<file path="src/rtl/voice_pkg.sv">
// Shared definitions for the voice command path: pitch classes, jump states,
// speed encoding and the small decode helpers used by the top level.
package voice_pkg;

    localparam logic [1:0] PITCH_LOW  = 2'b00;
    localparam logic [1:0] PITCH_MID  = 2'b01;
    localparam logic [1:0] PITCH_HIGH = 2'b11;

    typedef enum logic [1:0] {
        GROUND   = 2'd0,
        RISE     = 2'd1,
        FALL     = 2'd2,
        COOLDOWN = 2'd3
    } jump_state_e;

    localparam logic [1:0] SPEED_STAND = 2'd0;
    localparam logic [1:0] SPEED_SLOW  = 2'd1;
    localparam logic [1:0] SPEED_MID   = 2'd2;
    localparam logic [1:0] SPEED_FAST  = 2'd3;

    // The analyser's unused code 10 is folded onto the low class.
    function automatic logic [1:0] map_pitch(input logic [1:0] p);
        return (p == 2'b10) ? PITCH_LOW : p;
    endfunction

    function automatic logic [1:0] speed_of(input logic v, input logic [1:0] p);
        logic [1:0] s;
        if (!v) begin
            s = SPEED_STAND;
        end else begin
            case (p)
                PITCH_LOW:  s = SPEED_SLOW;
                PITCH_MID:  s = SPEED_MID;
                PITCH_HIGH: s = SPEED_FAST;
                default:    s = SPEED_SLOW;
            endcase
        end
        return s;
    endfunction

endpackage

</file>
<file path="src/rtl/voice_cmd_decoder_debounce.sv">
// Run-length debouncer: the output only moves once HOLD_FRAMES identical
// samples in a row have been seen.
module voice_debounce #(
    parameter int W           = 1,
    parameter int HOLD_FRAMES = 3
) (
    input  logic         clk,
    input  logic         resetn,
    input  logic [W-1:0] d,
    output logic [W-1:0] q
);

    localparam int            RW      = $clog2(HOLD_FRAMES + 1);
    localparam logic [RW-1:0] RUN_MAX = RW'(HOLD_FRAMES);

    logic [W-1:0]  cand_q, cand_d;
    logic [W-1:0]  q_q, q_d;
    logic [RW-1:0] run_q, run_d;

    always_comb begin
        cand_d = cand_q;
        run_d  = run_q;
        q_d    = q_q;
        if (d == cand_q) begin
            if (run_q != RUN_MAX) begin
                run_d = run_q + 1'b1;
            end else begin
                run_d = run_q;
            end
        end else begin
            cand_d = d;
            run_d  = RW'(1);
        end
        // Committing on the next-run value lets HOLD_FRAMES = 1 act as a plain register.
        if (run_d == RUN_MAX) begin
            q_d = cand_d;
        end else begin
            q_d = q_q;
        end
    end

    always_ff @(posedge clk) begin
        if (!resetn) begin
            cand_q <= '0;
            run_q  <= '0;
            q_q    <= '0;
        end else begin
            cand_q <= cand_d;
            run_q  <= run_d;
            q_q    <= q_d;
        end
    end

    assign q = q_q;

endmodule

</file>
<file path="src/rtl/voice_cmd_decoder.sv">
// Frame-rate voice command decoder: debounced pitch/volume drive walk speed
// and a fixed-step jump trajectory with a post-landing cooldown.
module voice_cmd_decoder
    import voice_pkg::*;
#(
    parameter int HOLD_FRAMES     = 3,
    parameter int JUMP_HEIGHT     = 32,
    parameter int JUMP_STEP       = 4,
    parameter int COOLDOWN_FRAMES = 10
) (
    input  logic       clk_60hz,
    input  logic       resetn,
    input  logic [1:0] pitch,
    input  logic       vol,
    output logic [1:0] speed,
    output logic [7:0] y_offset,
    output logic       airborne,
    output logic       land
);

    localparam int            CW      = $clog2(COOLDOWN_FRAMES + 1);
    localparam logic [CW-1:0] CD_LOAD = CW'(COOLDOWN_FRAMES);
    localparam logic [8:0]    HEIGHT9 = 9'(JUMP_HEIGHT);
    localparam logic [8:0]    STEP9   = 9'(JUMP_STEP);
    localparam logic [7:0]    HEIGHT8 = 8'(JUMP_HEIGHT);
    localparam logic [7:0]    STEP8   = 8'(JUMP_STEP);
    localparam logic [7:0]    FIRST8  = (JUMP_STEP < JUMP_HEIGHT) ? STEP8 : HEIGHT8;

    logic [1:0]  pitch_m;
    logic [1:0]  p_st;
    logic        v_st;
    logic [8:0]  sum9;

    jump_state_e state_q, state_d;
    logic [7:0]  y_q, y_d;
    logic [1:0]  speed_q, speed_d;
    logic        airborne_q, airborne_d;
    logic        land_q, land_d;
    logic [CW-1:0] cd_q, cd_d;

    assign pitch_m = map_pitch(pitch);

    voice_debounce #(.W(2), .HOLD_FRAMES(HOLD_FRAMES)) u_pitch_db (
        .clk    (clk_60hz),
        .resetn (resetn),
        .d      (pitch_m),
        .q      (p_st)
    );

    voice_debounce #(.W(1), .HOLD_FRAMES(HOLD_FRAMES)) u_vol_db (
        .clk    (clk_60hz),
        .resetn (resetn),
        .d      (vol),
        .q      (v_st)
    );

    // Nine-bit sum so a step past the apex cannot wrap before the clamp.
    assign sum9 = {1'b0, y_q} + STEP9;

    always_comb begin
        state_d = state_q;
        y_d     = y_q;
        speed_d = speed_q;
        cd_d    = cd_q;
        land_d  = 1'b0;
        case (state_q)
            GROUND: begin
                if (v_st && (p_st == PITCH_HIGH)) begin
                    state_d = RISE;
                    y_d     = FIRST8;
                    speed_d = SPEED_FAST;
                end else begin
                    y_d     = 8'd0;
                    speed_d = speed_of(v_st, p_st);
                end
            end
            RISE: begin
                if (sum9 >= HEIGHT9) begin
                    y_d     = HEIGHT8;
                    state_d = FALL;
                end else begin
                    y_d     = sum9[7:0];
                end
            end
            FALL: begin
                if (y_q <= STEP8) begin
                    y_d     = 8'd0;
                    state_d = COOLDOWN;
                    land_d  = 1'b1;
                    cd_d    = CD_LOAD;
                end else begin
                    y_d     = y_q - STEP8;
                end
            end
            COOLDOWN: begin
                y_d     = 8'd0;
                speed_d = speed_of(v_st, p_st);
                cd_d    = cd_q - 1'b1;
                if (cd_q == CW'(1)) begin
                    state_d = GROUND;
                end else begin
                    state_d = COOLDOWN;
                end
            end
            default: begin
                state_d = GROUND;
                y_d     = 8'd0;
                speed_d = SPEED_STAND;
            end
        endcase
        airborne_d = (state_d == RISE) || (state_d == FALL);
    end

    always_ff @(posedge clk_60hz) begin
        if (!resetn) begin
            state_q    <= GROUND;
            y_q        <= 8'd0;
            speed_q    <= SPEED_STAND;
            airborne_q <= 1'b0;
            land_q     <= 1'b0;
            cd_q       <= '0;
        end else begin
            state_q    <= state_d;
            y_q        <= y_d;
            speed_q    <= speed_d;
            airborne_q <= airborne_d;
            land_q     <= land_d;
            cd_q       <= cd_d;
        end
    end

    assign speed    = speed_q;
    assign y_offset = y_q;
    assign airborne = airborne_q;
    assign land     = land_q;

endmodule
</file>
<file path="config.mk">
export PLATFORM = sky130hd
export DESIGN_NAME = voice_cmd_decoder
export DESIGN_NICKNAME = d
export VERILOG_FILES = /design/src/rtl/voice_pkg.sv /design/src/rtl/voice_cmd_decoder_debounce.sv /design/src/rtl/voice_cmd_decoder.sv
export SDC_FILE = /design/constraint.sdc
export NUM_CORES = 1
export LEC_CHECK = 0
export CELL_PAD_IN_SITES_DETAIL_PLACEMENT = 1
export CELL_PAD_IN_SITES_GLOBAL_PLACEMENT = 2
export CORE_MARGIN = 10
export CORE_UTILIZATION = 33
export CTS_CLUSTER_DIAMETER = 50
export CTS_CLUSTER_SIZE = 24
export DETAILED_ROUTE_END_ITERATION = 8
export GPL_ROUTABILITY_DRIVEN = 0
export PLACE_DENSITY = 0.87
export SLEW_MARGIN = 20
export SYNTH_ARGS = -nofsm -noshare
export SYNTH_HDL_FRONTEND = slang
export SYNTH_SLANG_ARGS = --single-unit
export TNS_END_PERCENT = 1
</file>
<file path="constraint.sdc">
create_clock -name clk_60hz -period 2.11 [get_ports clk_60hz]
set_input_delay 0.211 -clock clk_60hz [delete_from_list [all_inputs] [get_ports clk_60hz]]
set_output_delay 0.211 -clock clk_60hz [all_outputs]
set_load 0.03 [all_outputs]
</file>
== Word-level counts from Yosys, hierarchy flattened ==
Index checks and enable logic that the tools add are counted.

* Flip-flop bits (word level): 28
* Word-level logic and storage cells: 65

* Add/sub/neg operators: 5
* Multiplexer cells: 23
* Magnitude comparators: 2
* Eq/ne operators: 16
* Reduce and logical (&&, ||, !) cells: 7

{| class="wikitable"
|+ Operator list
! cell !! count
|-
| $pmux W8 S4 || 1
|-
| $mux W2 || 12
|-
| $mux W8 || 2
|-
| $eq A2 B2 Y1 const B || 7
|-
| $add A8 B3 Y9 const B || 1
|-
| $ge A9 B6 Y1 const B || 1
|-
| $le A8 B3 Y1 const B || 1
|-
| $pmux W2 S2 || 2
|-
| $pmux W2 S4 || 1
|-
| $pmux W4 S2 || 1
|-
| $sub A8 B3 Y8 const B || 1
|-
| $eq A2 B1 Y1 const B || 3
|-
| $ne A2 B2 Y1 const B || 3
|-
| $add A2 B1 Y2 const B || 2
|-
| $eq A4 B1 Y1 const B || 1
|-
| $mux W4 || 1
|-
| $reduce_and A2 Y1 || 2
|-
| $reduce_bool A2 Y1 || 2
|-
| $sub A4 B1 Y4 const B || 1
|-
| $mux W3 || 1
|-
| $eq A2 B2 Y1 || 1
|-
| $logic_not A2 Y1 || 1
|-
| $mux W1 || 2
|-
| $eq A1 B1 Y1 || 1
|-
| 2 further kinds || 2
|}

== Longest topological paths before layout ==
* Word-level depth: 6
* Mapped depth: 7
* Mapped depth without buffers: 7

== Hierarchy ==
A second synthesis with hierarchy kept.

* Cells, all modules: 155
* Area, all modules: 1366.3 um^2

{| class="wikitable"
|+ Modules (own cells, without submodules)
! module !! sequential area each (um^2) !! cells each !! area each (um^2) !! times used
|-
| voice_cmd_decoder || 320.3 || 116 || 977.2 || 1
|-
| voice_debounce (u_pitch_db) || 120.1 || 24 || 235.2 || 1
|-
| voice_debounce (u_vol_db) || 80.1 || 15 || 153.9 || 1
|}

== Worst setup path before layout ==
No wires, ideal clock.

* Kind: reg-to-reg
* Start: register y_q[2], in the netlist y_offset[2]
* End: register state_q[0]
* Arrival: 1.660 ns
* Cell stages (with the launch flop): 8
* Data required time: 1.995 ns
* Period minus slack after synthesis: 1.775 ns
* Setup slack: 0.335 ns
* Buffers on the path: 0
* Setup time: 0.115 ns
* Path through: dfxtp_1 -> inv_1 -> ha_1 -> nor2_1 -> nor2_1 -> nor4_1 -> o2bb2ai_1 -> and2_1

* Cells in the longest elaborated chain, start to end: 4
* Elaborated cells on any way between the ends: 6

{| class="wikitable"
|+ RTL lines
! what !! RTL line !! source
|-
| start, declared || voice_cmd_decoder.sv:35 || <nowiki>logic [7:0] y_q, y_d;</nowiki>
|-
| start signal, assigned || voice_cmd_decoder.sv:124 || <nowiki>y_q <= y_d;</nowiki>
|-
| $add A8 B3 Y9 || voice_cmd_decoder.sv:58 || <nowiki>assign sum9 = {1'b0, y_q} + STEP9;</nowiki>
|-
| $ge A9 B6 Y1 || voice_cmd_decoder.sv:78 || <nowiki>if (sum9 >= HEIGHT9) begin</nowiki>
|-
| $mux W2 || voice_cmd_decoder.sv:78 ||
|-
| $pmux W2 S4 * || voice_cmd_decoder.sv:66 || <nowiki>case (state_q)</nowiki>
|-
| end signal, assigned || voice_cmd_decoder.sv:123 || <nowiki>state_q <= state_d;</nowiki>
|-
| end, declared || voice_cmd_decoder.sv:34 || <nowiki>jump_state_e state_q, state_d;</nowiki>
|}

Mark *: on every way between the ends. The rest lies on a longest branch, timed or not.
A chain may end at the register's enable or synchronous reset.

== Final worst setup path ==
Ends and elaborated chain as after synthesis.

==> summary.md <==
## Timing
- minimum clock period: 1.85 ns
- crit share post-route: 87.5%
- # setup viols final: 0
- number of hold violations in the final report: 0
- setup clock skew after layout: 0.00473 ns
- pins over their slew limit: 0
- unrepaired setup endpoints after global routing: false
- Setup Total Neg Slack: 0 ns
- Achievable Freq: 542 MHz

## Power and ir drop
- areal power density over the cells: 702 mW/mm^2
- internal power: 0.837 mW
- Combinational Power Share: 14.9%
- worst vdd rail ir drop: 0.232 mV
- Static Leakage: 0.644 nW
- Psw: 0.285 mW
- proportion of total power due to net switching: 25.4%
- part of the total power dissipated in the clock network: 37.9%
- sequential power share: 47.2%

## Setup path
- kind of cell adding the most delay to the critical path: simple AND/OR/NAND/NOR gates
- Critical Setup Path Class: reg2reg
- Reg2Reg Capture Point: state_q[0]
- Crit path largest cell delay: 0.50 ns
- cell type of the slowest stage on the worst timing path: sky130_fd_sc_hd__dfxtp_1
- Levels on crit path: 7
- highest fanout seen on the critical path: 7
- cell chain of the critical path: inv_1 > ha_1 > nor2_1 > nor2_1 > nor4_1 > o2bb2ai_1 > and2_1
- data arrival time of the worst path: 2.03 ns
- Setup crit end: state_q[0]
- crit start category: register
- dominant cell type by count on the critical path: sky130_fd_sc_hd__nor2_1
- category of the worst setup path capture point: register
- start point of the critical path: y_offset[2]
- Data required, critical path: 2.29 ns
- Reg2Reg Depth: 7
- slack of the worst reg-to-reg path: 0.26 ns
- number of buffer and inverter stages on the critical path: 1
- start of the worst register-to-register path: y_offset[2]

## Yosys
- largest family of logic cells by synthesized area: simple AND/OR/NAND/NOR gates
- post-synthesis share of cell area spent on and, or, nand and nor gates: 20.4%
- synthesized area per cell: 8.68 sq um
- synthesized-area fraction occupied by ao, oa, aoi and oai cells: 18.0%
- sequential share of the synthesized area: 39.0%
- xor-xnor portion of the synthesized cell area: 2.62%
- synthesized instance count: 154
- Post-Syn Area: 0.00134 sq mm
- fraction of synthesized area in multiplexers: 2.34%
- count of different cell masters after synthesis: 42
- Yosys warning count: 0
- #FFs+latches synth: 26
- adder-cell area share of the yosys netlist: 11.2%
- Synth async-reset ratio: 0%
- dominant register cell in the synthesized netlist: sky130_fd_sc_hd__dfxtp_1
- number of enable flip-flop cells after synthesis: 0

## Hold path
- type of the worst min-delay path: reg2reg
- Hold Startpoint: u_vol_db.run_q[0]

## Die
- horizontal die dimension: 83.6 um
- row count: 23
- Die Height: 83.6 um
- Die ar.: 0.00699 sq mm
- Top Ports: 17
- placeable core area: 0.00397 sq mm
- Starting Density: 33.6%

## Global routing
- pin count of the biggest net entering global routing: 16
- antenna violations before repair: 0
- All-Layer GR Usage: 8.79%
- via count of the first global-routing pass: 1235
- global-route wire length before repair: 5330 um
- remaining global-route overflow: 0

## Clock network
- Bufs on Longest Clock Path: 2
- clk slew on worst S/H paths: 0.10 ns
- TritonCTS clock tree: done
- post-CTS setup repair buffer count: 0
- Clock Sinks: 26
- CTS H-tree lvls: 1
- CTS root buffer: sky130_fd_sc_hd__clkbuf_8
- CTS Hold Bufs: 0
- PostCTS Resize Cnt: 0
- number of clock buffers inserted by TritonCTS: 3
- clock insertion delay at the later pin of the skew report: 0.28 ns

## Routing
- First DRT Iteration DRCs: 62
- average wire length per cell after detail routing: 13.9 um
- Antenna Nets Post-Route: 0
- wire length after detailed routing: 3060 um
- overall via count from detail_route: 1122
- detailed-router iteration count before antenna repair: 4
- DRC errors left: 0
- detailed-route vias per instance: 5.10

## Final layout
- final cell count without fillers: 220
- Post-layout nets: 188
- Syn-to-layout area delta: 19.7%
- fraction of layout cells with a size suffix above 1: 6.47%
- fill cell count: 475
- final core utilization: 40.3%
- antenna cell count: 0

## Job
- max-capacitance violation count: 0

## Placement
- Final HPWL DP: 2460 um
- input/output buffers: 14
- cell count after placement: 216

## Status
- result of the run: finished, final reports clean

-- sequential cells by signal, summed over array words and instances, names as in the netlist --
register / flops
u_vol_db.q: 1
speed: 2
u_vol_db.cand_q: 1
land: 1
y_offset: 6
u_vol_db.run_q: 2
cd_q: 4
u_pitch_db.cand_q: 2
airborne: 1
u_pitch_db.run_q: 2
u_pitch_db.q: 2
state_q: 2
-- cell families after synthesis --
family / count (synthesis)
AO/OA/AOI/OAI: 34
flip-flops: 26
buffers and inverters: 20
AND/OR/NAND/NOR: 54
adder cells (fa/ha/maj): 12
XOR/XNOR: 4
multiplexers: 3
other: 1
-- synth_stat cells, types with 3 or more instances --
cell type                   n  area (sq um)
sky130_fd_sc_hd__a21oi_1   11          55.1
sky130_fd_sc_hd__and2_1     3          18.8
sky130_fd_sc_hd__dfxtp_1   26           521
sky130_fd_sc_hd__ha_1      12           150
sky130_fd_sc_hd__inv_1     16          60.1
sky130_fd_sc_hd__nand2_1    5          18.8
sky130_fd_sc_hd__nand2b_1   3          18.8
sky130_fd_sc_hd__nand3_1    3          15.0
sky130_fd_sc_hd__nor2_1    21          78.8
sky130_fd_sc_hd__nor2b_1    3          18.8
sky130_fd_sc_hd__nor3_1     6          30.0
sky130_fd_sc_hd__o211ai_1   3          22.5
sky130_fd_sc_hd__o21ai_0    5          25.0
sky130_fd_sc_hd__xor2_1     3          26.3
-- worst register-to-register path: stages, from the launching register on --
cell,delay [ns]
sky130_fd_sc_hd__dfxtp_1,0.50
sky130_fd_sc_hd__inv_1,0.08
sky130_fd_sc_hd__ha_1,0.25
sky130_fd_sc_hd__nor2_1,0.29
sky130_fd_sc_hd__nor2_1,0.14
sky130_fd_sc_hd__nor4_1,0.18
sky130_fd_sc_hd__o2bb2ai_1,0.13
sky130_fd_sc_hd__and2_1,0.17
-- how the worst min path moves through the flow --
| stage | endpoint | slack [ns] | cells past startpoint |
|---|---|---|---|
| floorplan | state_q[0] | 0.33 | 1 |
| global placement | u_vol_db.run_q[0] | 0.44 | 1 |
| global route | u_vol_db.run_q[0] | 0.48 | 1 |
| detailed placement | u_vol_db.run_q[0] | 0.46 | 1 |
| finish | u_vol_db.run_q[0] | 0.47 | 1 |
| CTS | u_vol_db.run_q[0] | 0.48 | 1 |
-- stage by stage --
stage	total power [mW]	hold slack (ns)	setup slack, ns	area [sq um]
after floorplan	0.660	0.333	0.335	1340
after global placement	0.705	0.444	0.323	1530
after detailed placement	0.711	0.461	0.273	1530
after CTS	1.14	0.478	0.265	1600
after global routing	1.17	0.485	0.102	1600
final	1.12	0.473	0.264	1600
-- final cells by class --
cell class / count / area, sq um / area share (%)
timing repair buffer: 15 / 148 / 9.23
inverter: 16 / 60.1 / 3.76
clock buffer: 3 / 41.3 / 2.58
multi-input combinational: 109 / 737 / 46.1
clock inverter: 1 / 30.0 / 1.88
tap: 50 / 62.6 / 3.91
sequential: 26 / 520 / 32.6
-- power by group through the flow --
| stage | Sequential [mW] | Clock (mW) | Combinational, mW |
|---|---|---|---|
| 3_3_place_gp | 0.539 | 0 | 0.166 |
| 4_1_cts | 0.530 | 0.436 | 0.172 |
| 5_1_grt | 0.534 | 0.450 | 0.188 |
| 6_report | 0.529 | 0.425 | 0.168 |
| 3_5_place_dp | 0.541 | 0 | 0.170 |
| 2_1_floorplan | 0.550 | 0 | 0.110 |
-- layout by cell type, fill, tap and decap left out, types with 2 or more instances in the layout --
master	n
sky130_fd_sc_hd__o21ai_0	5
sky130_fd_sc_hd__inv_1	16
sky130_fd_sc_hd__nand2b_1	3
sky130_fd_sc_hd__nor2_1	21
sky130_fd_sc_hd__ha_1	12
sky130_fd_sc_hd__conb_1	2
sky130_fd_sc_hd__nand4_1	2
sky130_fd_sc_hd__clkbuf_8	3
sky130_fd_sc_hd__xor2_1	3
sky130_fd_sc_hd__and2_1	3
sky130_fd_sc_hd__dfxtp_1	26
sky130_fd_sc_hd__mux2i_1	2
sky130_fd_sc_hd__clkdlybuf4s50_1	14
sky130_fd_sc_hd__nor2b_1	3
sky130_fd_sc_hd__nand3_1	3
sky130_fd_sc_hd__nand2_1	5
sky130_fd_sc_hd__nor3_1	6
sky130_fd_sc_hd__o211ai_1	3
sky130_fd_sc_hd__nor4_1	2
sky130_fd_sc_hd__a31oi_1	2
sky130_fd_sc_hd__a21oi_1	11
-- per-layer routing --
metal	track usage, %	wire [um]	part of all wire (%)
met1	9.00	1310	43
met2	16.5	1590	52
met3	2.05	118	3.9
met4	3.65	53	1.7
met5	0	0	0
Power figures use the tool's default switching activity.
